`src/rtl/uart_pkg.sv`:
```
// Shared types and helpers for the UART transmit path.
package uart_pkg;

    // Oversampling ticks per serial bit (power of two, 8 or 16)
    localparam int OVS_DEFAULT = 16;

    // Word-length field encodings from the line-control register
    localparam logic [1:0] WLS_5 = 2'b00;
    localparam logic [1:0] WLS_6 = 2'b01;
    localparam logic [1:0] WLS_7 = 2'b10;
    localparam logic [1:0] WLS_8 = 2'b11;

    // Transmit FSM states
    typedef enum logic [2:0] {
        S_IDLE   = 3'd0,
        S_POP    = 3'd1,
        S_LOAD   = 3'd2,
        S_START  = 3'd3,
        S_DATA   = 3'd4,
        S_PARITY = 3'd5,
        S_STOP   = 3'd6
    } tx_state_t;

    // Number of data bits carried by a frame for a given word-length code
    function automatic logic [3:0] data_bits(input logic [1:0] wls);
        data_bits = 4'd8;
        case (wls)
            WLS_5: data_bits = 4'd5;
            WLS_6: data_bits = 4'd6;
            WLS_7: data_bits = 4'd7;
            WLS_8: data_bits = 4'd8;
        endcase
    endfunction

endpackage

```
`src/rtl/uart_tx_shift.sv`:
```
// Per-frame data holder: loads one byte from the FIFO, shifts it out LSB
// first, and latches the line-control fields plus the parity bit so that
// register writes during a frame cannot disturb it.
module uart_tx_shift
    import uart_pkg::*;
(
    input  logic       clk,
    input  logic       load,
    input  logic       shift,
    input  logic [7:0] din,
    input  logic [1:0] wls,
    input  logic       stb,
    input  logic       pen,
    input  logic       eps,
    output logic       data_bit,
    output logic       next_bit,
    output logic       parity,
    output logic [1:0] wls_q,
    output logic       stb_q,
    output logic       pen_q
);

    logic [7:0] sreg;
    logic [7:0] mask;
    logic       ones_odd;

    // Parity covers only the bits that will actually be sent
    always_comb begin
        mask     = 8'hFF >> (4'd8 - data_bits(wls));
        ones_odd = ^(din & mask);
    end

    // Load a new word and its config on LOAD, otherwise shift one bit per data bit
    // NOTE: these datapath registers carry no reset; LOAD always writes them before the FSM reads them.
    always_ff @(posedge clk) begin
        if (load) begin
            sreg   <= din;
            wls_q  <= wls;
            stb_q  <= stb;
            pen_q  <= pen;
            parity <= eps ? ones_odd : ~ones_odd;
        end else if (shift) begin
            sreg <= {1'b0, sreg[7:1]};
        end
    end

    assign data_bit = sreg[0];
    assign next_bit = sreg[1];

endmodule

```
`src/rtl/uart_tx_engine.sv`:
```
// UART transmit serializer: pops bytes from the TX FIFO and drives the
// registered serial line with start, data, optional parity and stop bits,
// timed by the shared 16x baud tick.
module uart_tx_engine
    import uart_pkg::*;
#(
    parameter int OVS = OVS_DEFAULT
) (
    input  logic       clk,
    input  logic       rst,
    input  logic       en,
    input  logic       tick16,
    input  logic [1:0] wls,
    input  logic       stb,
    input  logic       pen,
    input  logic       eps,
    input  logic       brk,
    input  logic       fifo_empty,
    input  logic [7:0] fifo_dout,
    output logic       fifo_pop,
    output logic       tx,
    output logic       busy,
    output logic       temt,
    output logic       frame_done
);

    localparam int            TW        = $clog2(OVS);
    localparam logic [TW-1:0] TICK_LAST = TW'(OVS - 1);

    tx_state_t     state;
    tx_state_t     state_next;
    logic [TW-1:0] tick_cnt;
    logic [2:0]    bit_cnt;

    logic in_frame;
    logic bit_end;
    logic last_data;
    logic last_stop;
    logic line_next;
    logic done_next;
    logic load;
    logic shift;

    logic       data_bit;
    logic       next_bit;
    logic       parity;
    logic [1:0] wls_q;
    logic       stb_q;
    logic       pen_q;

    uart_tx_shift u_shift (
        .clk      (clk),
        .load     (load),
        .shift    (shift),
        .din      (fifo_dout),
        .wls      (wls),
        .stb      (stb),
        .pen      (pen),
        .eps      (eps),
        .data_bit (data_bit),
        .next_bit (next_bit),
        .parity   (parity),
        .wls_q    (wls_q),
        .stb_q    (stb_q),
        .pen_q    (pen_q)
    );

    // Ticks only count while a bit is on the line; a bit ends on its last tick
    assign in_frame  = state inside {S_START, S_DATA, S_PARITY, S_STOP};
    assign bit_end   = in_frame && tick16 && (tick_cnt == TICK_LAST);
    assign last_data = (bit_cnt == 3'(data_bits(wls_q) - 4'd1));
    assign last_stop = (bit_cnt == {2'b00, stb_q});

    assign fifo_pop = (state == S_POP);
    assign busy     = (state != S_IDLE);
    assign temt     = fifo_empty & ~busy;

    // Next state and the line level the state being entered will present
    // NOTE: every signal written here gets a default first, so no path leaves one unassigned and infers a latch.
    always_comb begin
        state_next = state;
        line_next  = 1'b1;
        done_next  = 1'b0;
        load       = 1'b0;
        shift      = 1'b0;
        case (state)
            S_IDLE: begin
                if (en && !fifo_empty && !brk) state_next = S_POP;
            end
            S_POP: begin
                state_next = S_LOAD;
            end
            S_LOAD: begin
                load       = 1'b1;
                state_next = S_START;
                line_next  = 1'b0;
            end
            S_START: begin
                line_next = 1'b0;
                if (bit_end) begin
                    state_next = S_DATA;
                    line_next  = data_bit;
                end
            end
            S_DATA: begin
                line_next = data_bit;
                if (bit_end) begin
                    if (last_data) begin
                        state_next = pen_q ? S_PARITY : S_STOP;
                        line_next  = pen_q ? parity : 1'b1;
                    end else begin
                        shift     = 1'b1;
                        line_next = next_bit;
                    end
                end
            end
            S_PARITY: begin
                line_next = parity;
                if (bit_end) begin
                    state_next = S_STOP;
                    line_next  = 1'b1;
                end
            end
            S_STOP: begin
                if (bit_end && last_stop) begin
                    state_next = S_IDLE;
                    done_next  = 1'b1;
                end
            end
            default: begin
                state_next = S_IDLE;
            end
        endcase
    end

    // State, serial line and end-of-frame pulse; break overrides the line level
    // NOTE: state registers use non-blocking assignments so each one samples pre-edge values of the others.
    always_ff @(posedge clk) begin
        if (rst) begin
            state      <= S_IDLE;
            tx         <= 1'b1;
            frame_done <= 1'b0;
        end else begin
            state      <= state_next;
            tx         <= brk ? 1'b0 : line_next;
            frame_done <= done_next;
        end
    end

    // Tick counter restarts on every state entry and at each bit boundary;
    // bit counter restarts on state entry and advances per completed bit
    always_ff @(posedge clk) begin
        if (rst) begin
            tick_cnt <= '0;
            bit_cnt  <= '0;
        end else begin
            if ((state_next != state) || !in_frame || bit_end) begin
                tick_cnt <= '0;
            end else if (tick16) begin
                tick_cnt <= tick_cnt + TW'(1);
            end
            if (state_next != state) begin
                bit_cnt <= '0;
            end else if (bit_end) begin
                bit_cnt <= bit_cnt + 3'd1;
            end
        end
    end

endmodule

```
`config.mk`:
```
export PLATFORM = sky130hd
export DESIGN_NAME = uart_tx_engine
export DESIGN_NICKNAME = d
export VERILOG_FILES = /design/src/rtl/uart_pkg.sv /design/src/rtl/uart_tx_shift.sv /design/src/rtl/uart_tx_engine.sv
export SDC_FILE = /design/constraint.sdc
export NUM_CORES = 1
export LEC_CHECK = 0
export CAP_MARGIN = 20
export CELL_PAD_IN_SITES_DETAIL_PLACEMENT = 0
export CELL_PAD_IN_SITES_GLOBAL_PLACEMENT = 1
export CORE_ASPECT_RATIO = 0.7
export CORE_MARGIN = 4
export CORE_UTILIZATION = 37
export CTS_CLUSTER_DIAMETER = 150
export DETAILED_ROUTE_END_ITERATION = 8
export GPL_TIMING_DRIVEN = 0
export MAX_ROUTING_LAYER = met4
export PLACE_DENSITY_LB_ADDON = 0.1
export SLEW_MARGIN = 20
export SYNTH_ARGS = -nofsm -noshare
export SYNTH_HDL_FRONTEND = slang
export SYNTH_HIERARCHICAL = 1
export SYNTH_SLANG_ARGS = --single-unit
```
`constraint.sdc`:
```
create_clock -name clk -period 2.05 [get_ports clk]
set_input_delay 0.41 -clock clk [delete_from_list [all_inputs] [get_ports clk]]
set_output_delay 0.41 -clock clk [all_outputs]
set_load 0.01 [all_outputs]
```
After elaboration in Yosys (flattened, before gate mapping). Index checks and enable logic that the tools add are counted. W data, S select, Z words.

Bits in registers: 25. Input port bits: 19.

Shift-type cells: 1. Reductions and logical operators: 20. Equality and inequality tests: 16. Add/sub/neg operators: 4. Bitwise operators: 5. Mux-type cells: 25.

Operators with widths (number): $pmux W3 S7 (1); $mux W3 (6); $mux W8 (2); $pmux W4 S4 (1); $mux W1 (12); $pmux W3 S4 (1); $eq A3 B3 Y1 const B (3); $and A8 B8 Y8 (1); $eq A2 B2 Y1 const B (4); $reduce_xor A8 Y1 (1); $shr A8 B4 Y8 const A (1); $eq A3 B2 Y1 const B (2); $reduce_or A2 Y1 (3); $logic_and A1 B1 Y1 (5); $add A4 B1 Y4 const B (1); $eq A2 B1 Y1 const B (2); $eq A4 B4 Y1 const B (1); $logic_not A2 Y1 (2); $pmux W1 S4 (1); $reduce_bool A4 Y1 (1); $sub A4 B4 Y4 const A (1); $add A3 B1 Y3 const B (1); $eq A3 B1 Y1 (1); $eq A3 B1 Y1 const B (1); 11 further kinds (16).

Depth between registers and ports, before layout.
Word-level depth: 11. Gate-level depth with buffers: 7.

By module. Netlist, hierarchy kept.

By module, submodules not included: uart_tx_engine (area each 848.3 um2, cells each 104, instances 1, sequential area each 240.2 um2); uart_tx_shift (area each 579.3 um2, cells each 33, instances 1, sequential area each 390.4 um2).

Least setup slack after synthesis. Ideal clock, no wire load.

Path type: register to register. Start point: reg u_shift.wls_q[1]. End point: reg u_shift.sreg[0] (enable). Setup slack: 0.019 ns. Library setup time: 0.309 ns. Data required time: 1.741 ns. Clock period less this slack: 2.031 ns. Arrival time: 1.722 ns. Path buffers: 0. Cell stages (with the launch flop): 8. Cell sequence: edfxtp_1 > inv_1 > ha_1 > xor2_1 > and3_1 > or2_2 > a211oi_1 > or2_2.

Cells in the longest elaborated chain, start to end: 8.

Ends and longest elaborated chain: start, declared (line uart_tx_shift.sv:18) `output logic [1:0] wls_q,`; start signal, assigned (line uart_tx_shift.sv:38) `wls_q <= wls;`; $eq A2 B2 Y1, or another cell as far along (line uart_pkg.sv:27) `case (wls)`; $pmux W3 S4 (*) (line uart_pkg.sv:27); $sub A3 B1 Y3 (*) (line uart_tx_engine.sv:71) `assign last_data = (bit_cnt == 3'(data_bits(wls_q) - 4'd1));`; $eq A3 B3 Y1 (*) (line uart_tx_engine.sv:71); $mux W1 (*) (line uart_tx_engine.sv:108) `if (last_data) begin`; $mux W1 (*) (line uart_tx_engine.sv:107) `if (bit_end) begin`; $mux W1 (*) (line uart_tx_engine.sv:86) `case (state)`; named net shift (line uart_tx_engine.sv:42) `logic shift;`; $reduce_bool A2 Y1 (no line) (*); end signal, assigned (line uart_tx_shift.sv:37) `sreg <= din;`; end signal, assigned (line uart_tx_shift.sv:43) `sreg <= {1'b0, sreg[7:1]};`; end, declared (line uart_tx_shift.sv:23) `logic [7:0] sreg;`.

The timed path passes the listed nets; every way through them passes the cells marked *. A chain may end at the register's enable or synchronous reset.

Worst setup path in the final report.
Start point: in tick16. End point: reg u_shift.sreg[6] (enable).

Cells in the longest elaborated chain, start to end: 5.

Ends and longest elaborated chain: start, declared (line uart_tx_engine.sv:12) `input logic tick16,`; $logic_and A1 B1 Y1 (2 in a row) (line uart_tx_engine.sv:70) `assign bit_end = in_frame && tick16 && (tick_cnt == TICK_LAST);`; $mux W1 (line uart_tx_engine.sv:107); $mux W1 (line uart_tx_engine.sv:86); named net shift (line uart_tx_engine.sv:42); $reduce_bool A2 Y1 (no line).

The timed path passes the listed nets, and every way through them passes these cells.

==> key figures <==
CTS
  – H-tree depth: 1
  – CTS max path bufs: 2
  – CTS Buf Count: 3
  – CTS tree: built
  – Root Driver: clkbuf_8
  – Clock Latency Late Sink: about 270 ps
  – # clock sinks: 25
  – Clock transition at path regs: 90 ps

Layout
  – Finished Cell Area: ~1900 um2
  – ANT cells: 0
  – Non-Filler Instances: between 200 and 250
  – Area growth syn-to-layout: 30.2%
  – FF/Latch Area: between 600 and 700 um2
  – Multi-input combinational cell area: around 820 um2
  – Fill count: 326
  – Finished Core Util: 51.3%
  – Share of cells above drive strength 1: 23.2%
  – Final nets: roughly 190

Routing
  – Remaining antenna violation count: 0
  – DR DRC count: 0
  – Pre-Repair DR Iteration Count: 4
  – Initial DRC Count: around 110
  – DR WL/cell: approximately 14 um
  – Routed WL: 2950 um
  – Vias: 1100
  – Drt via density: 5.14

Power
  – Net Switching: around 0.24 mW
  – Pleak: 0.667 nW
  – Combinational Power Share: approximately 17%
  – Power share of the clock group: roughly 29%
  – VDD IR-drop max: between 0.0003 and 0.0004 V
  – Power per cell area: around 550 nW/um2
  – Switching part of the total: 23.4%
  – Int Pwr: 0.777 mW
  – Seq pwr share: ~54%
  – Pwr Total: between 1 and 1.5 mW

Die
  – Die span in x: slightly above 80 um
  – Overall die height: between 50 and 60 um
  – Die Area: about 4900 um2
  – Core ar.: 3630 um2
  – Initial core utilization: 39.4%
  – Row count: 18
  – Io pins: 24

Global route
  – Largest net degree at the start of global routing: 20
  – Initial antenna violation count: 0
  – First-pass GRT wire length: between 4000 and 5000 um
  – All-Layer GR Usage: between 10% and 20%
  – Vias in the first global route: 1072
  – Grt ovf: 0

Worst setup path
  – Crit-path max FO: 8
  – CP required: between 2000 and 2500 ps
  – Setup crit start kind: primary input
  – Crit path DAT: 2060 ps
  – Critical Path End: u_shift/sreg[6]$_DFFE_PP_
  – Reg2Reg Launch Point: u_shift/wls_q[1]$_DFFE_PP_
  – Reg2Reg Setup Slack: 0 ps
  – Setup crit end kind: flop
  – Crit Path Category: in -> reg
  – Worst setup startpoint: tick16
  – Reg2reg path depth: 7
  – Reg-to-Reg End: u_shift/sreg[6]$_DFFE_PP_

Placed design
  – Placed insts: about 210
  – Input/output buffers: 22
  – Post-DP HPWL: between 2000 and 2500 um
  – Routability-driven placement congestion ratio: a little under 0.8
  – Placed inst area: ~1700 um2
  – Placement Setup Slack: -418 ps

Synth
  – Post-Syn Area: around 1400 um2
  – Top-area cell type share of the netlist area: a little over a quarter
  – Largest area contributor in the netlist: edfxtp_1
  – Post-Synthesis Net Count: 160
  – Asr flop ratio synth: 0%
  – Post-synth EDFFs: 13
  – Seq/Total Area, Yosys: 44.2%
  – Post-synthesis register bit count: 25
  – Warnings, synthesis: 6
  – Mapped Cells: between 100 and 150
  – Synthesized area per cell: 10.4 um2
  – Synth unique cells: between 40 and 50
  – Ranking of synthesized cells by area: edfxtp_1 (27%), dfxtp_1 (17%), mux2_2 (5.5%)
  – Top FF cell, synth: edfxtp_1

Timing
  – FMAX: around 480 MHz
  – Slew Viols, Final: 0
  – Slew of the pin with the lowest slew margin: 380 ps
  – Min Tclk post-route: slightly above 2000 ps
  – Final Hold Viols: 0
  – Min Hold Slack: roughly 490 ps
  – RSZ-0062 raised after global routing: true
  – Setup_tns: -205 ps
  – Final WS setup: -26.0 ps
  – Period utilization: 101%
  – Worst rel slew slack: around three quarters
  – Worst clock skew: roughly 6.2 ps
  – Final setup violation count: 8

Run status
  – Failing checks: negative setup slack
  – Outcome: complete, but fails checks

Worst hold path
  – Worst hold path class: in -> reg

Run
  – Maximum Capacitance Violations: 0
-- placed cells by master, fill, tap and decap left out, drive strengths merged, types with 3 or more instances in the layout --
master,count
or3,3
nor3,5
xnor2,7
nand3,3
buf,8
nor2b,3
nand4,4
ha,4
clkbuf,3
dfxtp,12
edfxtp,13
o21ai,6
nand2,5
clkdlybuf4s50,19
and3,3
mux2,7
inv,6
xor2,5
nor2,12
a21oi,4
-- cell families after synthesis --
family          Yosys count  share of synthesized area, %
simple gates             48                          19.3
compound gates           25                          13.1
flops                    25                          44.2
xor+xnor                 13                          8.94
buf+inv                  13                          4.03
mux                       9                          6.92
fa+ha+maj                 4                          3.51
-- cell type report --
cell class                      instances  area share, %
Inverter                                6           1.35
Clock buffer                            3           2.22
Sequential cell                        25           34.0
Buffer                                  6           1.95
Tap cell                               50           3.36
Clock inverter                          1          0.269
Timing Repair Buffer                   24           12.7
Multi-Input combinational cell         99           44.2
-- state kept, by name (all words and copies together), names as in the netlist --
name            cells
u_shift/stb_q       1
state               3
tx                  1
u_shift/pen_q       1
frame_done          1
u_shift/sreg        8
u_shift/parity      1
u_shift/wls_q       2
tick_cnt            4
bit_cnt             3
-- cells in the mapped netlist, types with 2 or more instances --
cell,instances
xnor2_1,7
o21ai_0,3
nor2b_1,3
o21ai_1,2
inv_1,6
nand4_1,3
edfxtp_1,13
or3_1,3
and3_1,3
dfxtp_1,12
nor2_1,12
nor3_1,5
ha_1,4
or2_2,2
xor2_1,5
a21oi_1,4
a221oi_1,2
mux2_2,7
nand3_1,2
a211oi_1,2
mux2i_1,2
buf_2,4
nand2_1,5
-- critical path: stages --
cell	delay [ps]
clkdlybuf4s50_1	650
and4_1	240
buf_4	150
nand3_2	140
a211oi_4	260
or2_4	220
-- routing by layer --
metal  GRT usage [%]  vias up  part of all wire, %
li1                -      556                    -
met1            18.1      518                   48
met2            20.3       22                   46
met3            3.92        4                  4.9
met4            4.74        0                  1.1
met5               -        -                    0
-- power by group through the flow --
stage / sequential [mW] / combinational [mW] / clock [mW]
floorplan: 0.561 / 0.0925 / 0
global placement: 0.562 / 0.160 / 0
detailed placement: 0.563 / 0.161 / 0
CTS: 0.551 / 0.165 / 0.313
global route: 0.553 / 0.186 / 0.329
finish: 0.551 / 0.170 / 0.294
-- timing repair --
item | CTS | global route
setup endpoints to repair | 19 | 15
hold buffers | 0 | 0
resized for setup | 11 | 14
setup buffers | 2 | 0
pin swaps | 2 | 3
-- worst min-delay path by stage --
stage | startpoint | end | slack [ps] | depth (start not counted)
floorplan | tick_cnt[1]$_SDFFE_PP0P_ | tick_cnt[1]$_SDFFE_PP0P_ | 490 | 2
global placement | tick_cnt[1]$_SDFFE_PP0P_ | tick_cnt[1]$_SDFFE_PP0P_ | 510 | 2
detailed placement | tick_cnt[1]$_SDFFE_PP0P_ | tick_cnt[1]$_SDFFE_PP0P_ | 520 | 2
CTS | rst | state[2]$_SDFF_PP0_ | 480 | 2
global route | rst | state[2]$_SDFF_PP0_ | 490 | 2
finish | rst | state[2]$_SDFF_PP0_ | 490 | 2
Note: power is estimated with default switching activity, not from simulation.
